===== src/rtl/vc_test_rand_delay_source.sv =====
// Test source: streams a preloaded message memory onto a val/rdy interface,
// inserting a pseudo-random number of idle cycles (0..p_max_delay) before
// each message. Message order is fixed; timing is deterministic per seed.
//
// state | meaning
// IDLE  | just out of reset; next cycle draws the first delay
// DELAY | counting down idle cycles before the next message
// SEND  | val high, holding m[index] until rdy
// DONE  | all messages accepted; terminal until reset
module vc_test_rand_delay_source #(
   parameter int          p_msg_nbits = 1,
   parameter int          p_num_msgs  = 1024,
   parameter int          p_max_delay = 0,
   parameter logic [31:0] p_seed      = 32'hb9b9_b9b9
) (
   input  logic                   clk,
   input  logic                   reset,
   output logic                   val,
   input  logic                   rdy,
   output logic [p_msg_nbits-1:0] msg,
   output logic                   done
);

   localparam int IW = (p_num_msgs < 2) ? 1 : $clog2(p_num_msgs);
   localparam int CW = (p_max_delay < 1) ? 1 : $clog2(p_max_delay + 1);
   localparam logic [IW-1:0] LAST_IDX = IW'(p_num_msgs - 1);

   typedef enum logic [1:0] {IDLE, DELAY, SEND, DONE} state_t;

   // Loaded hierarchically by the harness; never written here so it
   // survives reset and the stream replays identically.
   logic [p_msg_nbits-1:0] m [p_num_msgs-1:0];

   state_t        state_q;
   logic [IW-1:0] index_q;
   logic [31:0]   lfsr_q;
   logic [CW-1:0] cnt_q;

   logic [31:0]   lfsr_d;
   logic [31:0]   draw_d;

   // Next LFSR value and the delay drawn from the current LFSR value.
   always_comb begin
      lfsr_d = {lfsr_q[30:0], lfsr_q[31] ^ lfsr_q[21] ^ lfsr_q[1] ^ lfsr_q[0]};
      draw_d = 32'd0;
      if (p_max_delay != 0)
         draw_d = 32'(lfsr_q[15:0]) % 32'(p_max_delay + 1);
   end

   // Sequencing FSM; the LFSR only advances when a delay is drawn.
   always_ff @(posedge clk) begin
      if (reset) begin
         state_q <= IDLE;
         index_q <= '0;
         lfsr_q  <= p_seed;
         cnt_q   <= '0;
      end else begin
         case (state_q)
            IDLE: begin
               lfsr_q <= lfsr_d;
               if (draw_d == 32'd0) begin
                  state_q <= SEND;
               end else begin
                  state_q <= DELAY;
                  cnt_q   <= CW'(draw_d - 32'd1);
               end
            end
            DELAY: begin
               if (cnt_q == '0) state_q <= SEND;
               else             cnt_q   <= cnt_q - 1'b1;
            end
            SEND: begin
               if (rdy) begin
                  if (index_q == LAST_IDX) begin
                     state_q <= DONE;
                  end else begin
                     index_q <= index_q + 1'b1;
                     lfsr_q  <= lfsr_d;
                     if (draw_d != 32'd0) begin
                        state_q <= DELAY;
                        cnt_q   <= CW'(draw_d - 32'd1);
                     end
                  end
               end
            end
            DONE: state_q <= DONE;
            default: state_q <= IDLE;
         endcase
      end
   end

   // Outputs decode straight from registered state, never from rdy.
   always_comb begin
      val  = (state_q == SEND);
      done = (state_q == DONE);
      msg  = m[index_q];
   end

   // Interface sanity checks while out of reset.
   a_val_known: assert property (@(posedge clk) disable iff (reset) !$isunknown(val));
   a_rdy_known: assert property (@(posedge clk) disable iff (reset) val |-> !$isunknown(rdy));

endmodule


===== config.mk =====
export PLATFORM = sky130hd
export DESIGN_NAME = vc_test_rand_delay_source
export DESIGN_NICKNAME = d
export VERILOG_FILES = /design/src/rtl/vc_test_rand_delay_source.sv
export SDC_FILE = /design/constraint.sdc
export NUM_CORES = 1
export LEC_CHECK = 0
export CORE_AREA = 2 2 42 44
export CTS_CLUSTER_SIZE = 8
export DETAILED_ROUTE_END_ITERATION = 16
export DIE_AREA = 0 0 44 46
export PLACE_DENSITY = 0.6
export SLEW_MARGIN = 20
export SYNTH_ARGS = -nofsm -noshare
export SYNTH_HDL_FRONTEND = slang
export SYNTH_SLANG_ARGS = --single-unit

===== constraint.sdc =====
create_clock -name clk -period 1.55 [get_ports clk]
set_input_delay 0.31 -clock clk [delete_from_list [all_inputs] [get_ports clk]]
set_output_delay 0.31 -clock clk [all_outputs]
set_load 0.03 [all_outputs]

; Yosys cells after proc, flatten, opt, wreduce, memory -nomap -nowiden
; Cells that the tools add are included.
; Widths: inputs -> output; s select.
[classes]
div_mod_pow = 0
n_eq_ne = 7
n_bitwise = 1
order_cmp = 0
mux = 5
n_addsub = 2
mul = 0
reduce_logical = 3
shift = 0
[ops]
columns = cell, n
row1 = $add 10x1->10 const B, 1
row2 = $eq 10x10->1 const B, 1
row3 = $pmux 2 s4, 1
row4 = $mux 2, 3
row5 = $reduce_and 3->1, 2
row6 = $eq 2x2->1 const B, 2
row7 = $ne 2x1->1 const B, 2
row8 = $eq 2x1->1 const B, 1
row9 = $logic_not 2->1, 1
row10 = $ne 2x2->1 const B, 1
row11 = $mux 1, 1
row12 = $not 1->1, 1
row13 = $sub 1x1->1 const B, 1
[word_totals]
input_bits = 3
output_inout_bits = 3
mem_count = 0
word_cells = 21
regBits = 13
ram_bits = 0
latch_bits = 0
romBits = 0

; Longest topological paths before layout
; Gate-level depths: netlist of run 1.
[depth]
word_depth = 4
mapped_depth = 5
mapped_depth_nobuf = 5

; Worst setup path before layout of run 1
; No wires, ideal clock.
[synth_timing]
path_kind = reg-to-reg
start = register index_q[0]
end = register index_q[9]
setup_ns = 0.070
synth_period_minus_slack_ns = 1.540
n_path_buf = 0
arrival_time_ns = 1.471
path_stages_with_launch = 6
required_ns = 1.480
setup_slack_ns = 0.010
cell_sequence = dfxtp_1 > ha_1 > and2_1 > a211o_1 > or4_1 > a21oi_1
[synth_between]
elab_chain_cells = 3
elab_cells_between_ends = 4
classes_between = add/sub (1) / eq/ne (1) / bitwise (1) / reduce/logical (1)
[synth_rtl]
columns = element, line
row1 = start: declaration, 35  ; logic [IW-1:0] index_q;
row2 = start signal: assignment, 77  ; index_q <= index_q + 1'b1;
row3 = "parallel branches: the longest is 3 deep, another holds $add 10x1->10", -
; Several ways; the timed one is not identified.
; A chain may end at the register's enable or synchronous reset.

; Final worst setup path of run 1
; Same ends and word-level chain as after synthesis.

==> results.sh, run 1 <==
export IMPL_status="complete, but fails checks"
export IMPL_violations="setup timing"
export IMPL_netlist_area_um2=599
export IMPL_wirelength_mm=1.23
export IMPL_ys_flop_type="dfxtp_1"
export IMPL_cts_max_path_buffers=2
export IMPL_final_util_pct=48.4
export IMPL_critical_path_class="flip-flop to flip-flop"
export IMPL_dpl_hpwl_um=963
export IMPL_grt_pass1_wl_mm=2.06
export IMPL_cp_max_fo=3
export IMPL_die_y_um=46
export IMPL_yosysTopAreaCellShare_pct=40.1
export IMPL_fmax_mhz=643
export IMPL_min_from="rdy"
export IMPL_worst_slack_ns=-0.00451
export IMPL_final_nets=89
export IMPL_met1_usage_pct=15.1
export IMPL_cp_start_kind="flip-flop"
export IMPL_cap_violations=0
export IMPL_worstSkewPairLatency_ns=0.27
export IMPL_grt_use_met3_pct=1.59
export IMPL_busiest_layer="met2"
export IMPL_wl_per_cell_um=12.3
export IMPL_antenna_found_initial=0
export IMPL_core_mm2=0.00161
export IMPL_slowest_stage="or4_4"
export IMPL_intPower_mw=0.427
export IMPL_required_ns=1.76
export IMPL_worstSetupEndpointType="flip-flop"
export IMPL_grt_max_degree=9
export IMPL_yosys_area_top_type="dfxtp_1"
export IMPL_gp_congestion=0.790
export IMPL_grt_total_usage_pct=14.2
export IMPL_die_w_um=44
export IMPL_path_clk_slew_ns=0.07
export IMPL_setup_violations=1
export IMPL_seqPwrFrac_pct=57.5
export IMPL_cts_htree_levels=1
export IMPL_synth_area_leaders="dfxtp_1, a21oi_1, nand4_4"
export IMPL_post_cts_buffers=0
export IMPL_hold_class="primary input to flip-flop"
export IMPL_ant_nets=0
export IMPL_die_area_mm2=0.00202
export IMPL_io_buffers=4
export IMPL_synth_nets=70
export IMPL_num_rows=15
export IMPL_cts_sinks=12
export IMPL_switching_power_mw=0.123
export IMPL_avgSynthCellArea_um2=9.08
export IMPL_clkPwrFrac_pct=33.5
export IMPL_sw_frac_of_total_pct=22.4
export IMPL_grt_use_met2_pct=26.5
export IMPL_drt_iter0_drc=10
export IMPL_holdWs_ns=0.430
export IMPL_num_fill_cells=151
export IMPL_crit_chain="ha_2, and2_4, a211o_1, or4_4, a21oi_2"
export IMPL_cts_hold_buf=0
export IMPL_rsz0062_at_grt="yes"
export IMPL_slew_viol_final=0
export IMPL_peakVddDrop_uv=292
export IMPL_cts_root_buf="clkbuf_4"
export IMPL_min_period_ns=1.55
export IMPL_final_seq_area_um2=240
export IMPL_synth_async_reset_ratio_pct=0
export IMPL_power_frac_comb_pct=9.0
export IMPL_diodes=0
export IMPL_cp_slowest_stage_delay_ns=0.43
export IMPL_ys_types=30
export IMPL_finalCritPeriodShare_pct=100
export IMPL_crit_start="index_q[0]"
export IMPL_ff2ff_setup_slack_ns=-0.005
export IMPL_drc=0
export IMPL_viasPerCell=5.58
export IMPL_cts_buffers=3
export IMPL_drt_first_pass_iters=4
export IMPL_yosys_register_bits=12
export IMPL_yosys_warnings=0
export IMPL_leakagePower_nw=0.319
export IMPL_cpLargestDelayFamily="simple AND/OR/NAND/NOR gates"
export IMPL_io_pins=6
export IMPL_clock_skew_ns=0.000820
export IMPL_power_mw=0.550
export IMPL_arrival_ns=1.76
export IMPL_reg2reg_from="index_q[0]"
export IMPL_hold_violations=0
export IMPL_routed_via_count=558
export IMPL_syn2layout_area_growth_pct=30.3
export IMPL_grt_pass1_vias=501
export IMPL_power_density_mw_per_mm2=704
export IMPL_final_cell_mix="dfxtp_1, buf_4, inv_1, nand3_1, a21oi_1"
export IMPL_critPathBufInv=0
export IMPL_cts_tree="yes"
export IMPL_initial_core_util_pct=37.1
export IMPL_gr_total_overflow=0
export IMPL_synth_edf_count=0
export IMPL_drive_gt1_share_pct=28.9
export IMPL_yosysSeqAreaShare_pct=40.1
export IMPL_multi_input_area_um2=350
export IMPL_synthCells=66
## cell type report
class,instances,area share (%)
Tap cell,17,2.72
Inverter,4,1.92
Timing Repair Buffer,16,16.8
Clock buffer,3,2.88
Sequential cell,12,30.8
Multi-Input combinational cell,48,44.9
## through the flow
stage / area (µm²) / std cells / TNS, ns / setup WS, ns
after floorplan: 599 / 66 / 0 / 0.00959
after global placement: 736 / 97 / -1.27 / -0.267
after detailed placement: 736 / 97 / -1.48 / -0.299
after CTS: 762 / 100 / -0.0503 / -0.0503
after global routing: 781 / 100 / -0.0524 / -0.0524
final: 781 / 100 / -0.00451 / -0.00451
## routing by layer
layer	vias to the layer above	wire (µm)	part of all wire [%]
met5	-	0	0
met4	0	21	1.7
met3	2	37	3.0
met2	12	676	55
met1	268	493	40
li1	276	-	-
## logic make-up (layout without fill, tap and decap cells)
| kind of cell | count (synthesis) | after routing | synth area share [%] |
|---|---|---|---|
| simple gates | 26 | 26 | 27.1 |
| compound gates | 17 | 17 | 20.5 |
| buf+inv | 6 | 23 | 5.01 |
| fa+ha+maj | 1 | 1 | 2.09 |
| other cells | 1 | 1 | 0.626 |
| mux | 1 | 1 | 1.67 |
| xor+xnor | 2 | 2 | 2.92 |
| flops | 12 | 12 | 40.1 |
## synth_stat cells, drive strengths merged (2+ instances only)
master   n
nand2    3
a21oi    6
or4      2
nand3    4
or3      3
nor3     2
o21ai    3
and2     2
inv      4
nor2     3
buf      2
xor2     2
dfxtp   12
o31ai    3
## worst min-delay path: stages
cell and delay (ns):
dlymetal6s2s_1 0.14, a21oi_1 0.14, nor3b_1 0.06
## worst paths after layout
kind                                   end  cells after the start
worst max-delay path            index_q[9]                      5
worst min-delay path            state_q[0]                      3
worst max register to register  index_q[9]                      5
worst min register to register  state_q[0]                      1
## power by group through the flow
stage	Clock [mW]	Combinational (mW)	Sequential (mW)
after detailed placement	0	0.0494	0.323
after global routing	0.208	0.0549	0.317
after CTS	0.193	0.0493	0.316
after floorplan	0	0.0282	0.323
after global placement	0	0.0480	0.323
final	0.184	0.0493	0.316
## what timing repair did
item	4_1_cts	5_1_grt
pin swaps	2	3
resized for setup	5	6
setup endpoints to repair	4	6
## state kept, by name, summed over array words and instances, names as in the netlist
signal	flops
state_q	2
index_q	10
Power figures use the tool's default switching activity.
==> run 2: changes to the inputs <==
--- a/config.mk
+++ b/config.mk
@@ -6,6 +6,7 @@
 export NUM_CORES = 1
 export LEC_CHECK = 0
 export CORE_AREA = 2 2 42 44
+export CTS_CLUSTER_DIAMETER = 120
 export CTS_CLUSTER_SIZE = 8
 export DETAILED_ROUTE_END_ITERATION = 16
 export DIE_AREA = 0 0 44 46
@@ -14,3 +15,4 @@
 export SYNTH_ARGS = -nofsm -noshare
 export SYNTH_HDL_FRONTEND = slang
 export SYNTH_SLANG_ARGS = --single-unit
+export TNS_END_PERCENT = 30
==> results.sh, run 2 (synthesis results as in run 1) <==
export IMPL_timing_rr_end="index_q[9]"
export IMPL_multi_input_area_um2=360
export IMPL_busiest_layer="met2"
export IMPL_gp_congestion=0.790
export IMPL_min_path_cells=1
export IMPL_drc=0
export IMPL_io_buffers=4
export IMPL_cpLargestDelayFamily="simple AND/OR/NAND/NOR gates"
export IMPL_final_seq_area_um2=243
export IMPL_num_rows=15
export IMPL_dp_cells=97
export IMPL_power_density_mw_per_mm2=702
export IMPL_min_from="state_q[1]"
export IMPL_worstSkewPairLatency_ns=0.27
export IMPL_violations="setup timing"
export IMPL_clock_skew_ns=0.00242
export IMPL_syn2layout_area_growth_pct=31.9
export IMPL_finalCritPeriodShare_pct=102
export IMPL_critical_path_class="flip-flop to flip-flop"
export IMPL_largest_reg_flops=10
export IMPL_grt_pass1_vias=501
export IMPL_slew_viol_final=0
export IMPL_cts_tree="yes"
export IMPL_hold_class="flip-flop to flip-flop"
export IMPL_cts_root_buf="clkbuf_4"
export IMPL_routed_via_count=557
export IMPL_reg2reg_from="index_q[0]"
export IMPL_grt_use_met2_pct=26.5
export IMPL_path_clk_slew_ns=0.07
export IMPL_setup_violations=1
export IMPL_die_area_mm2=0.00202
export IMPL_fmax_mhz=634
export IMPL_die_y_um=46
export IMPL_core_mm2=0.00161
export IMPL_io_pins=6
export IMPL_hold_path_end="state_q[0]"
export IMPL_fin_cells=100
export IMPL_ff2ff_setup_slack_ns=-0.03
export IMPL_antenna_found_initial=0
export IMPL_top_regs="index_q x10, state_q x2"
export IMPL_cp_slowest_stage_delay_ns=0.43
export IMPL_grt_max_degree=9
export IMPL_top_register="index_q"
export IMPL_cts_hold_buf=0
export IMPL_cp_start_kind="flip-flop"
export IMPL_slowest_stage="or4_4"
export IMPL_min_period_ns=1.58
export IMPL_die_w_um=44
export IMPL_grt_use_met3_pct=1.59
export IMPL_drt_first_pass_iters=4
export IMPL_r2r_cells=5
export IMPL_final_common_cell="buf_4"
export IMPL_final_util_pct=49.0
export IMPL_diodes=0
export IMPL_cts_max_path_buffers=2
export IMPL_wl_per_cell_um=12.1
export IMPL_grt_total_usage_pct=14.2
export IMPL_met1_usage_pct=15.1
export IMPL_cp_max_fo=3
export IMPL_leakagePower_nw=0.309
export IMPL_holdWs_ns=0.513
export IMPL_worstSetupEndpointType="flip-flop"
export IMPL_gr_total_overflow=0
export IMPL_rsz0062_at_grt="yes"
export IMPL_arrival_ns=1.79
export IMPL_final_nets=89
export IMPL_cap_violations=0
export IMPL_num_fill_cells=151
export IMPL_crit_chain="ha_4, and2_4, a211o_1, or4_4, a21oi_2"
export IMPL_hold_violations=0
export IMPL_worst_slack_ns=-0.0273
export IMPL_drive_gt1_share_pct=31.3
export IMPL_drt_iter0_drc=9
export IMPL_setup_tns_final_ns=-0.0273
export IMPL_wirelength_mm=1.21
export IMPL_grt_pass1_wl_mm=2.06
export IMPL_peakVddDrop_uv=295
export IMPL_cts_buffers=3
export IMPL_final_cell_mix="buf_4, dfxtp_1, inv_1, nand3_1"
export IMPL_required_ns=1.76
export IMPL_ant_nets=0
export IMPL_initial_core_util_pct=37.1
export IMPL_cts_htree_levels=1
export IMPL_dpl_hpwl_um=963
export IMPL_critPathBufInv=0
export IMPL_status="complete, but fails checks"
export IMPL_cts_sinks=12
export IMPL_viasPerCell=5.57
export IMPL_dp_slack_ns=-0.299
[run 2: layer usage]
metal | wire length [µm] | share of wire (%)
met5 | 0 | 0
met4 | 21 | 1.7
met3 | 44 | 3.6
met2 | 663 | 55
met1 | 483 | 40
[run 2: area by class of cell]
| cell class | count | share of cell area (%) |
|---|---|---|
| Sequential cell | 12 | 30.7 |
| Tap cell | 17 | 2.69 |
| Multi-Input combinational cell | 48 | 45.6 |
| Inverter | 4 | 1.90 |
| Timing Repair Buffer | 16 | 16.3 |
| Clock buffer | 3 | 2.85 |
[run 2: stage by stage]
stage | total power, mW | area, µm²
after floorplan | 0.352 | 599
after global placement | 0.371 | 736
after detailed placement | 0.373 | 736
after CTS | 0.558 | 757
after global routing | 0.584 | 791
final | 0.555 | 791
[run 2: where the power goes]
part           total, mW  leakage (nW)  switching [mW]  internal (mW)
clock network      0.186        0.0138          0.0962         0.0899
logic             0.0506         0.198          0.0259         0.0247
registers          0.318        0.0981         0.00466          0.314
[run 2: what timing repair did]
| item | in CTS | in global routing |
|---|---|---|
| setup endpoints to repair | 4 | 6 |
| gates resized for setup | 3 | 10 |
| setup buffers | 0 | 0 |
| cloned | 0 | 0 |
| pin swaps | 0 | 2 |
[run 2: worst max-delay path by stage]
| stage | from | endpoint | cells past startpoint |
|---|---|---|---|
| floorplan | index_q[0] | index_q[9] | 5 |
| finish | index_q[0] | index_q[9] | 5 |
| global route | index_q[0] | index_q[9] | 5 |
| detailed placement | rdy | index_q[9] | 5 |
| CTS | index_q[0] | index_q[9] | 5 |
| global placement | rdy | index_q[5] | 5 |
==> run 3: changes to the inputs <==
--- a/config.mk
+++ b/config.mk
@@ -6,11 +6,11 @@
 export NUM_CORES = 1
 export LEC_CHECK = 0
 export CORE_AREA = 2 2 42 44
+export CTS_BUF_LIST = sky130_fd_sc_hd__clkbuf_4 sky130_fd_sc_hd__clkbuf_8
 export CTS_CLUSTER_DIAMETER = 120
 export CTS_CLUSTER_SIZE = 8
 export DETAILED_ROUTE_END_ITERATION = 16
 export DIE_AREA = 0 0 44 46
-export PLACE_DENSITY = 0.6
 export SLEW_MARGIN = 20
 export SYNTH_ARGS = -nofsm -noshare
 export SYNTH_HDL_FRONTEND = slang
==> results of run 3 <==
No change in the layout: final DEF, timing and power equal those of run 2.
